## src/rtl/lfsr_gen.sv

```systemverilog
// lfsr_gen: configurable XNOR-feedback LFSR sequence generator.
//
// Ports
//   clk_i        clock, rising edge
//   nreset_i     asynchronous active-low reset
//   cfg_we_i     config write strobe (one cycle per write)
//   cfg_addr_i   register select: 0 seed, 1 stop, 2 taps, 3 mode
//   cfg_data_i   config write data
//   cfg_rdata_o  combinational readback of the selected register
//   cfg_ack_o    pulse one cycle after an accepted write
//   cfg_err_o    pulse one cycle after a rejected write (writes rejected while running)
//   start_i      start / restart a run from the seed
//   abort_i      return to idle (highest priority)
//   lfsr_out_o   current LFSR state
//   busy_o       high while running
//   match_o      pulse when a freshly shifted state equals stop
//   done_o       high in the done state
//   lockup_o     sticky all-ones lockup flag, cleared by start
//   step_cnt_o   saturating count of steps since the last start
module lfsr_gen #(
  parameter int unsigned      WIDTH = 16,
  parameter logic [WIDTH-1:0] TAPS  = WIDTH'(16'h1008),
  parameter int unsigned      CNT_W = 16
) (
  input  logic             clk_i,
  input  logic             nreset_i,
  input  logic             cfg_we_i,
  input  logic [1:0]       cfg_addr_i,
  input  logic [WIDTH-1:0] cfg_data_i,
  output logic [WIDTH-1:0] cfg_rdata_o,
  output logic             cfg_ack_o,
  output logic             cfg_err_o,
  input  logic             start_i,
  input  logic             abort_i,
  output logic [WIDTH-1:0] lfsr_out_o,
  output logic             busy_o,
  output logic             match_o,
  output logic             done_o,
  output logic             lockup_o,
  output logic [CNT_W-1:0] step_cnt_o
);

  typedef enum logic [1:0] {StIdle, StRun, StDone} state_e;

  state_e           state_q, state_d;
  logic [WIDTH-1:0] seed_q, stop_q, taps_q;
  logic [1:0]       mode_q;
  logic [WIDTH-1:0] lfsr_q, lfsr_d;
  logic [CNT_W-1:0] cnt_q, cnt_d;
  logic             lockup_q, lockup_d;
  logic             match_q, match_d;
  logic             reload_q, reload_d;  // wrap: load seed instead of shifting next cycle
  logic             ack_q, err_q;

  logic             fb;
  logic [WIDTH-1:0] shifted;
  logic [CNT_W-1:0] cnt_inc;
  logic             cfg_ok;

  assign fb      = ~^(lfsr_q & taps_q);
  assign shifted = {lfsr_q[WIDTH-2:0], fb};
  assign cnt_inc = (&cnt_q) ? cnt_q : cnt_q + 1'b1;
  assign cfg_ok  = cfg_we_i && (state_q != StRun);

  // Configuration registers and write handshake
  always_ff @(posedge clk_i or negedge nreset_i) begin
    if (!nreset_i) begin
      seed_q <= '0;
      stop_q <= '0;
      taps_q <= TAPS;
      mode_q <= '0;
      ack_q  <= 1'b0;
      err_q  <= 1'b0;
    end else begin
      ack_q <= cfg_ok;
      err_q <= cfg_we_i && (state_q == StRun);
      if (cfg_ok) begin
        unique case (cfg_addr_i)
          2'd0:    seed_q <= cfg_data_i;
          2'd1:    stop_q <= cfg_data_i;
          2'd2:    taps_q <= cfg_data_i;
          default: mode_q <= cfg_data_i[1:0];
        endcase
      end
    end
  end

  always_comb begin
    state_d  = state_q;
    lfsr_d   = lfsr_q;
    cnt_d    = cnt_q;
    lockup_d = lockup_q;
    match_d  = 1'b0;
    reload_d = reload_q;
    if (abort_i) begin
      state_d  = StIdle;
      reload_d = 1'b0;
      if (state_q == StIdle) lfsr_d = seed_q;
    end else if (start_i) begin
      // seed_q is still the pre-write value if a write lands this cycle
      state_d  = StRun;
      lfsr_d   = seed_q;
      cnt_d    = '0;
      lockup_d = 1'b0;
      reload_d = 1'b0;
    end else begin
      unique case (state_q)
        StIdle: lfsr_d = seed_q;
        StRun: begin
          if (&lfsr_q) begin
            lockup_d = 1'b1;
            state_d  = StDone;
          end else begin
            cnt_d = cnt_inc;
            if (reload_q) begin
              lfsr_d   = seed_q;
              reload_d = 1'b0;
            end else begin
              lfsr_d = shifted;
              if (shifted == stop_q) begin
                match_d = 1'b1;
                if (mode_q[1])      reload_d = 1'b1;
                else if (mode_q[0]) state_d  = StDone;
              end
            end
          end
        end
        StDone: ;
        default: state_d = StIdle;
      endcase
    end
  end

  always_ff @(posedge clk_i or negedge nreset_i) begin
    if (!nreset_i) begin
      state_q  <= StIdle;
      lfsr_q   <= '0;
      cnt_q    <= '0;
      lockup_q <= 1'b0;
      match_q  <= 1'b0;
      reload_q <= 1'b0;
    end else begin
      state_q  <= state_d;
      lfsr_q   <= lfsr_d;
      cnt_q    <= cnt_d;
      lockup_q <= lockup_d;
      match_q  <= match_d;
      reload_q <= reload_d;
    end
  end

  always_comb begin
    cfg_rdata_o = '0;
    unique case (cfg_addr_i)
      2'd0:    cfg_rdata_o = seed_q;
      2'd1:    cfg_rdata_o = stop_q;
      2'd2:    cfg_rdata_o = taps_q;
      default: cfg_rdata_o = {{(WIDTH-2){1'b0}}, mode_q};
    endcase
  end

  assign cfg_ack_o  = ack_q;
  assign cfg_err_o  = err_q;
  assign lfsr_out_o = lfsr_q;
  assign busy_o     = (state_q == StRun);
  assign done_o     = (state_q == StDone);
  assign match_o    = match_q;
  assign lockup_o   = lockup_q;
  assign step_cnt_o = cnt_q;

endmodule

```

## config.mk

```make
export PLATFORM = sky130hd
export DESIGN_NAME = lfsr_gen
export DESIGN_NICKNAME = d
export VERILOG_FILES = /design/src/rtl/lfsr_gen.sv
export SDC_FILE = /design/constraint.sdc
export NUM_CORES = 1
export LEC_CHECK = 0
export BUFFER_PORTS_ARGS = -buffer_cell sky130_fd_sc_hd__buf_2
export CORE_MARGIN = 2
export CORE_UTILIZATION = 51
export DETAILED_ROUTE_END_ITERATION = 12
export PLACE_DENSITY = 0.88
export SYNTH_ARGS = -nofsm -noshare
export SYNTH_HDL_FRONTEND = slang
export SYNTH_SLANG_ARGS = --single-unit
```

## constraint.sdc

```tcl
create_clock -name clk_i -period 2 [get_ports clk_i]
set_input_delay 0.2 -clock clk_i [delete_from_list [all_inputs] [get_ports clk_i]]
set_output_delay 0.2 -clock clk_i [all_outputs]
set_load 0.01 [all_outputs]
```

==> metrics.txt, run 1 <==
Die Height=98.3 um; Cell variety after synth=46; Setup Skew=0.0175 ns; CTS max path bufs=2; setup TNS=-0.124 ns; Pins Over Slew Limit=0; Yosys reg bits=89; XOR/XNOR Fraction of Synth Area=0.0745; relative slew slack=0.631; sequential share of the synthesized area=0.492; layout cells sized above 1=0.496; vias=3961; Die W=98.3 um; Top Layer Used=met4; DRC violations left=0; max cap viols=0; Via density=6.04; WL per Instance=20.7 um; worst-case vdd ir drop=0.891 mV; WP data arrival=2.35 ns; adder-cell area share of the yosys netlist=0.00276; # setup viols final=5; asr flop ratio synth=1.00; fin crit share=1.04; Clock Latency Late Sink=roughly 0.4 ns; CTS tree=built; Layout Area Growth over Synthesis=33.1%; failing checks=setup timing; Synth Area in Compound Gates=0.0704; Core ar.=8680 sq um; endpoint class of the critical path=flip-flop; Leakage Power=2.72 nW; Ys Warns=0; root buf cell=clkbuf_8; NumNets Final=567; RSZ-0062 raised after global routing=true; synthesized cell area=around 4500 sq um; fin worst setup slack=-0.0766 ns; Power Density=1090 nW/um^2; Post-Synth Simple-Gate Area=0.135; global-route wire length before repair=19.2 mm; vias in the first global route=3841; number of fill cells=575; met2 WL post-DR=7.01 mm; DP HPWL=8.41 mm; Fin. Hold Viols=0; Num CTS Buffers=9; Most used DFF post-synth=dfrtp_1; non-filler cells in the finished layout=656; placed cells=619; IO Pins=77; mux contribution to synthesized area=0.206; status=complete, but fails checks; CP startpoint kind=flip-flop; Tightest Hold Check Type=in -> reg; Max Freq=482 MHz; Post-synth EDFFs=0; initial antenna violation count=0; grt ovf=0; Setup CP Type=reg -> reg; crit path max fanout=3; Iter 0 DRT Violations=246; Slew @ Worst Pin=0.546 ns; Starting Density=0.522; syn nets=439; Total Wirelength=13.6 mm; CP required=2.27 ns; Final GP Congestion=0.866; min Tclk post-route=2.08 ns; Avg Synthesized Cell Area=between 10 and 15 sq um; fin area=6030 sq um; final hold slack=0.0385 ns; ANT nets after route=0; WL met1=4.97 mm; clock slew at reported path FFs=0.09 ns; met3 wire length=1.09 mm; DP Area=between 5000 and 6000 sq um; main combinational cell family by area after synthesis=multiplexers; Num Clock Sinks=89; antenna cells=0; Post-Synthesis Cells=between 400 and 500; drt first pass iters=5; Port Buffers=76; GRT Total Usage=0.253; row cnt=34; CTS H-Tree Depth=3; largest net degree at the start of global routing=39; final core utilization=0.695; Die ar.=9660 sq um
[Yosys cell counts (3+ instances only)]
cell type | number | share of area
nand2_1 | 59 | 0.049
buf_2 | 5 | 0.0055
inv_1 | 6 | 0.0050
o21ai_0 | 35 | 0.039
a21oi_1 | 9 | 0.0099
nand4_1 | 10 | 0.014
mux2i_1 | 31 | 0.068
and3_1 | 5 | 0.0069
nand3_1 | 5 | 0.0055
nor2_1 | 22 | 0.018
mux2_2 | 50 | 0.12
a311oi_1 | 3 | 0.0058
xor2_1 | 7 | 0.014
dfrtp_1 | 87 | 0.48
clkbuf_1 | 9 | 0.0074
nor3_1 | 4 | 0.0044
xnor2_1 | 29 | 0.056
[where the power goes]
| group | internal [mW] | leakage, nW | switching [mW] |
|---|---|---|---|
| logic | 1.42 | 1.51 | 1.18 |
| registers | 2.14 | 1.09 | 0.405 |
| clock network | 0.727 | 0.114 | 0.727 |
[logic make-up (layout without fill, tap and decap cells)]
| family | count (synthesis) | after routing |
|---|---|---|
| and+or+nand+nor | 125 | 125 |
| DFF | 89 | 89 |
| AOI/OAI and AO/OA | 57 | 57 |
| xor gates and xnor gates | 37 | 37 |
| adders and majority gates | 1 | 1 |
| muxes | 84 | 84 |
| buffers and inverters | 22 | 155 |
[sequential cells by signal, summed over array words and instances, names as in the netlist]
register / count
lfsr_out_o: 16
match_o: 1
seed_q: 16
stop_q: 16
step_cnt_o: 16
taps_q: 16
reload_q: 1
cfg_err_o: 1
state_q: 2
lockup_o: 1
mode_q: 2
cfg_ack_o: 1
[path summary, 6_finish.rpt]
path                          startpoint    endpoint  slack (ns)  cells past startpoint
max                        lfsr_out_o[1]  state_q[0]       -0.08                      8
min                             cfg_we_i   cfg_err_o        0.04                      2
max reg2reg                lfsr_out_o[1]  state_q[0]       -0.08                      8
min reg2reg                     lockup_o    lockup_o        0.53                      2
max in group asynchronous       nreset_i   taps_q[3]        1.04                      3
min in group asynchronous       nreset_i    reload_q        0.33                      2
[layout make-up]
cell class	instances	area (sq um)	share of cell area
multi-input cells	304	2500	0.415
flip-flops and latches	89	2240	0.371
repair buffers	133	908	0.151
well taps	108	135	0.0224
clock buffers	10	128	0.0212
clock inverters	6	97.6	0.0162
inverters	6	22.5	0.00373
[cells in the final DEF, fill, tap and decap left out, drive strengths merged, types with 12 or more instances in the layout]
master    n
buf     130
dfrtp    87
mux2i    31
o21ai    36
clkbuf   12
nor2     22
nand2    60
mux2     51
xnor2    29
[timing repair]
item	4_1_cts	5_1_grt
pin swaps	8	32
setup endpoints to repair	1	31
buffers inserted	6	11
hold buffers	1	0
resized for setup	6	81
hold endpoints to repair	35	0
gates cloned	0	3
[worst max-delay path: stages, from the launching register on]
cell,delay (ns)
dfrtp_1,0.43
buf_6,0.14
xnor2_2,0.17
nand3_1,0.14
nor4_2,0.34
buf_4,0.19
nand2_2,0.05
mux2_4,0.29
a31o_1,0.21
[per-layer routing]
layer | track usage | up-vias
li1 | - | 1727
met1 | 0.302 | 1964
met2 | 0.433 | 222
met3 | 0.0709 | 48
met4 | 0.101 | 0
met5 | 0 | -
[metrics by stage]
stage / worst slack [ns] / total power [mW]
floorplan: 0.00892 / 3.61
global placement: -0.0120 / 4.29
detailed placement: -0.0713 / 4.38
CTS: 0.00492 / 5.92
global route: -0.154 / 6.86
finish: -0.0766 / 6.60
No activity file was read; power rests on OpenSTA's default activity.
==> inputs of run 2 (changes only) <==
- CORE_UTILIZATION: 51 -> 52
- PLACE_DENSITY: 0.88 -> 0.87
- REMOVE_ABC_BUFFERS: not set -> 1
- clock period: 2 -> 2.4 ns (I/O delays scaled with it)
==> metrics.txt, run 2 (synthesis results as in run 1) <==
Fin. Hold Viols=0; Via density=5.88; Final GP Congestion=between 0.8 and 0.9; # setup viols final=0; global-route wire length before repair=18.4 mm; Setup CP Type=reg -> reg; row cnt=34; relative slew slack=0.396; Leakage Power=about 2.4 nW; WL per Instance=18.4 um; layout cells sized above 1=0.330; reg2reg start=step_cnt_o[4]; Layout Area Growth over Synthesis=17.2%; Die W=approximately 97 um; DRC violations left=0; Die ar.=approximately 9500 sq um; min Tclk post-route=2.23 ns; drt first pass iters=5; CP startpoint kind=flip-flop; ANT nets after route=0; Int Pwr=approximately 3.1 mW; CTS H-Tree Depth=3; final core utilization=0.618; switching share of power=0.333; CTS tree=built; critical-path cell list=and4_4 -> nand3_2 -> or4_4 -> and4_4 -> and3_1 -> xnor2_1 -> nor2_1; clock slew at reported path FFs=approximately 0.080 ns; Starting Density=0.528; commonest non-fill, non-tap cell in the layout=dfrtp_1; Power Density=869 nW/um^2; worst hold start=cfg_we_i; Post-Place Setup Slack=0.204 ns; Max Freq=448 MHz; DP HPWL=7.77 mm; max incr delay on CP=0.57 ns; initial antenna violation count=0; Slew @ Worst Pin=0.902 ns; Setup Skew=0.0123 ns; Worst Reg-to-Reg Cells=7; switching power total=between 1.5 and 2 mW; vias=3591; antenna cells=0; Clock Power Share=0.240; status=finished, final reports clean; CTS-repair resized insts=0; Slowest-stage cell, CP=or4_4; most frequent cells in the layout=dfrtp_1 (87), buf_2 (75), nand2_1 (59); worst-case vdd ir drop=0.500 mV; number of fill cells=708; Tightest Hold Check Type=in -> reg; max cap viols=0; Comb pwr share=0.306; Num Clock Sinks=89; Iter 0 DRT Violations=237; GRT Total Usage=0.243; most used cell, CP=and4_4; CP Launch Point=step_cnt_o[4]; NumNets Final=523; crit path max fanout=7; RSZ-0062 raised after global routing=false; Reg power frac=0.454; CTS max path bufs=2; Clock Latency Late Sink=roughly 0.36 ns; root buf cell=clkbuf_8; Die Height=roughly 97 um; fin crit share=0.929; endpoint class of the critical path=flip-flop; hold_buf cts=1; vias in the first global route=roughly 3600; hold path cells=2; CP required=2.60 ns; Core ar.=8590 sq um; grt ovf=0; # Post-CTS Setup Buffers=0; WP data arrival=2.43 ns; setup TNS=0 ns; Port Buffers=between 70 and 80; Num CTS Buffers=9; fin worst setup slack=0.169 ns; Pins Over Slew Limit=0; largest net degree at the start of global routing=47; IO Pins=77; Total Wirelength=approximately 11 mm
run 2: cell types whose count changed in the layout (fill, tap and decap cells not counted), sizes merged:
| cell | change |
|---|---|
| buf | -42 |
| inv | -3 |
| clkinv | +1 |
| clkbuf | -2 |
| clkinvlp | +1 |
run 2: layer usage:
layer	share of wire	track usage	vias up
met3	0.063	0.0597	18
met4	0.019	0.0876	0
li1	-	-	1637
met1	0.40	0.301	1795
met2	0.51	0.414	141
met5	0	0	-
run 2: area by class of cell:
class,instances,area (sq um),share of cell area
multi-input combinational,304,2220,0.418
tap,108,135,0.0254
clock buffer,10,128,0.0240
sequential,89,2230,0.420
clock inverter,5,81.3,0.0153
inverter,6,22.5,0.00424
timing repair buffer,89,495,0.0932
run 2: worst max-delay path, delay by kind of cell, from the launching register on:
kind | cells | cell delay [ns]
DFF | 1 | 0.44
and+or+nand+nor | 6 | 1.47
xor gates and xnor gates | 1 | 0.16
run 2: through the flow:
step,hold WS [ns],instances,instance area (sq um),total power [mW]
floorplan,-0.0556,399,4470,2.99
global placement,0.274,595,5090,3.45
detailed placement,0.284,595,5090,3.52
CTS,0.106,611,5310,4.63
global route,0.114,611,5310,4.85
finish,0.109,611,5310,4.62
run 2: power by group through the flow:
| stage | Combinational, mW | Sequential (mW) | Clock [mW] |
|---|---|---|---|
| after global routing | 1.53 | 2.14 | 1.19 |
| final | 1.41 | 2.10 | 1.11 |
| after detailed placement | 1.40 | 2.12 | 0 |
| after CTS | 1.42 | 2.09 | 1.12 |
| after floorplan | 0.924 | 2.07 | 0 |
| after global placement | 1.35 | 2.09 | 0 |
run 2: final timing paths:
check,end,slack [ns]
setup / recovery,step_cnt_o[9],0.17
max in group asynchronous,taps_q[3],1.26
hold reg to reg,lockup_o,0.53
setup reg to reg,step_cnt_o[9],0.17
min in group asynchronous,step_cnt_o[0],0.43
hold / removal,cfg_err_o,0.11
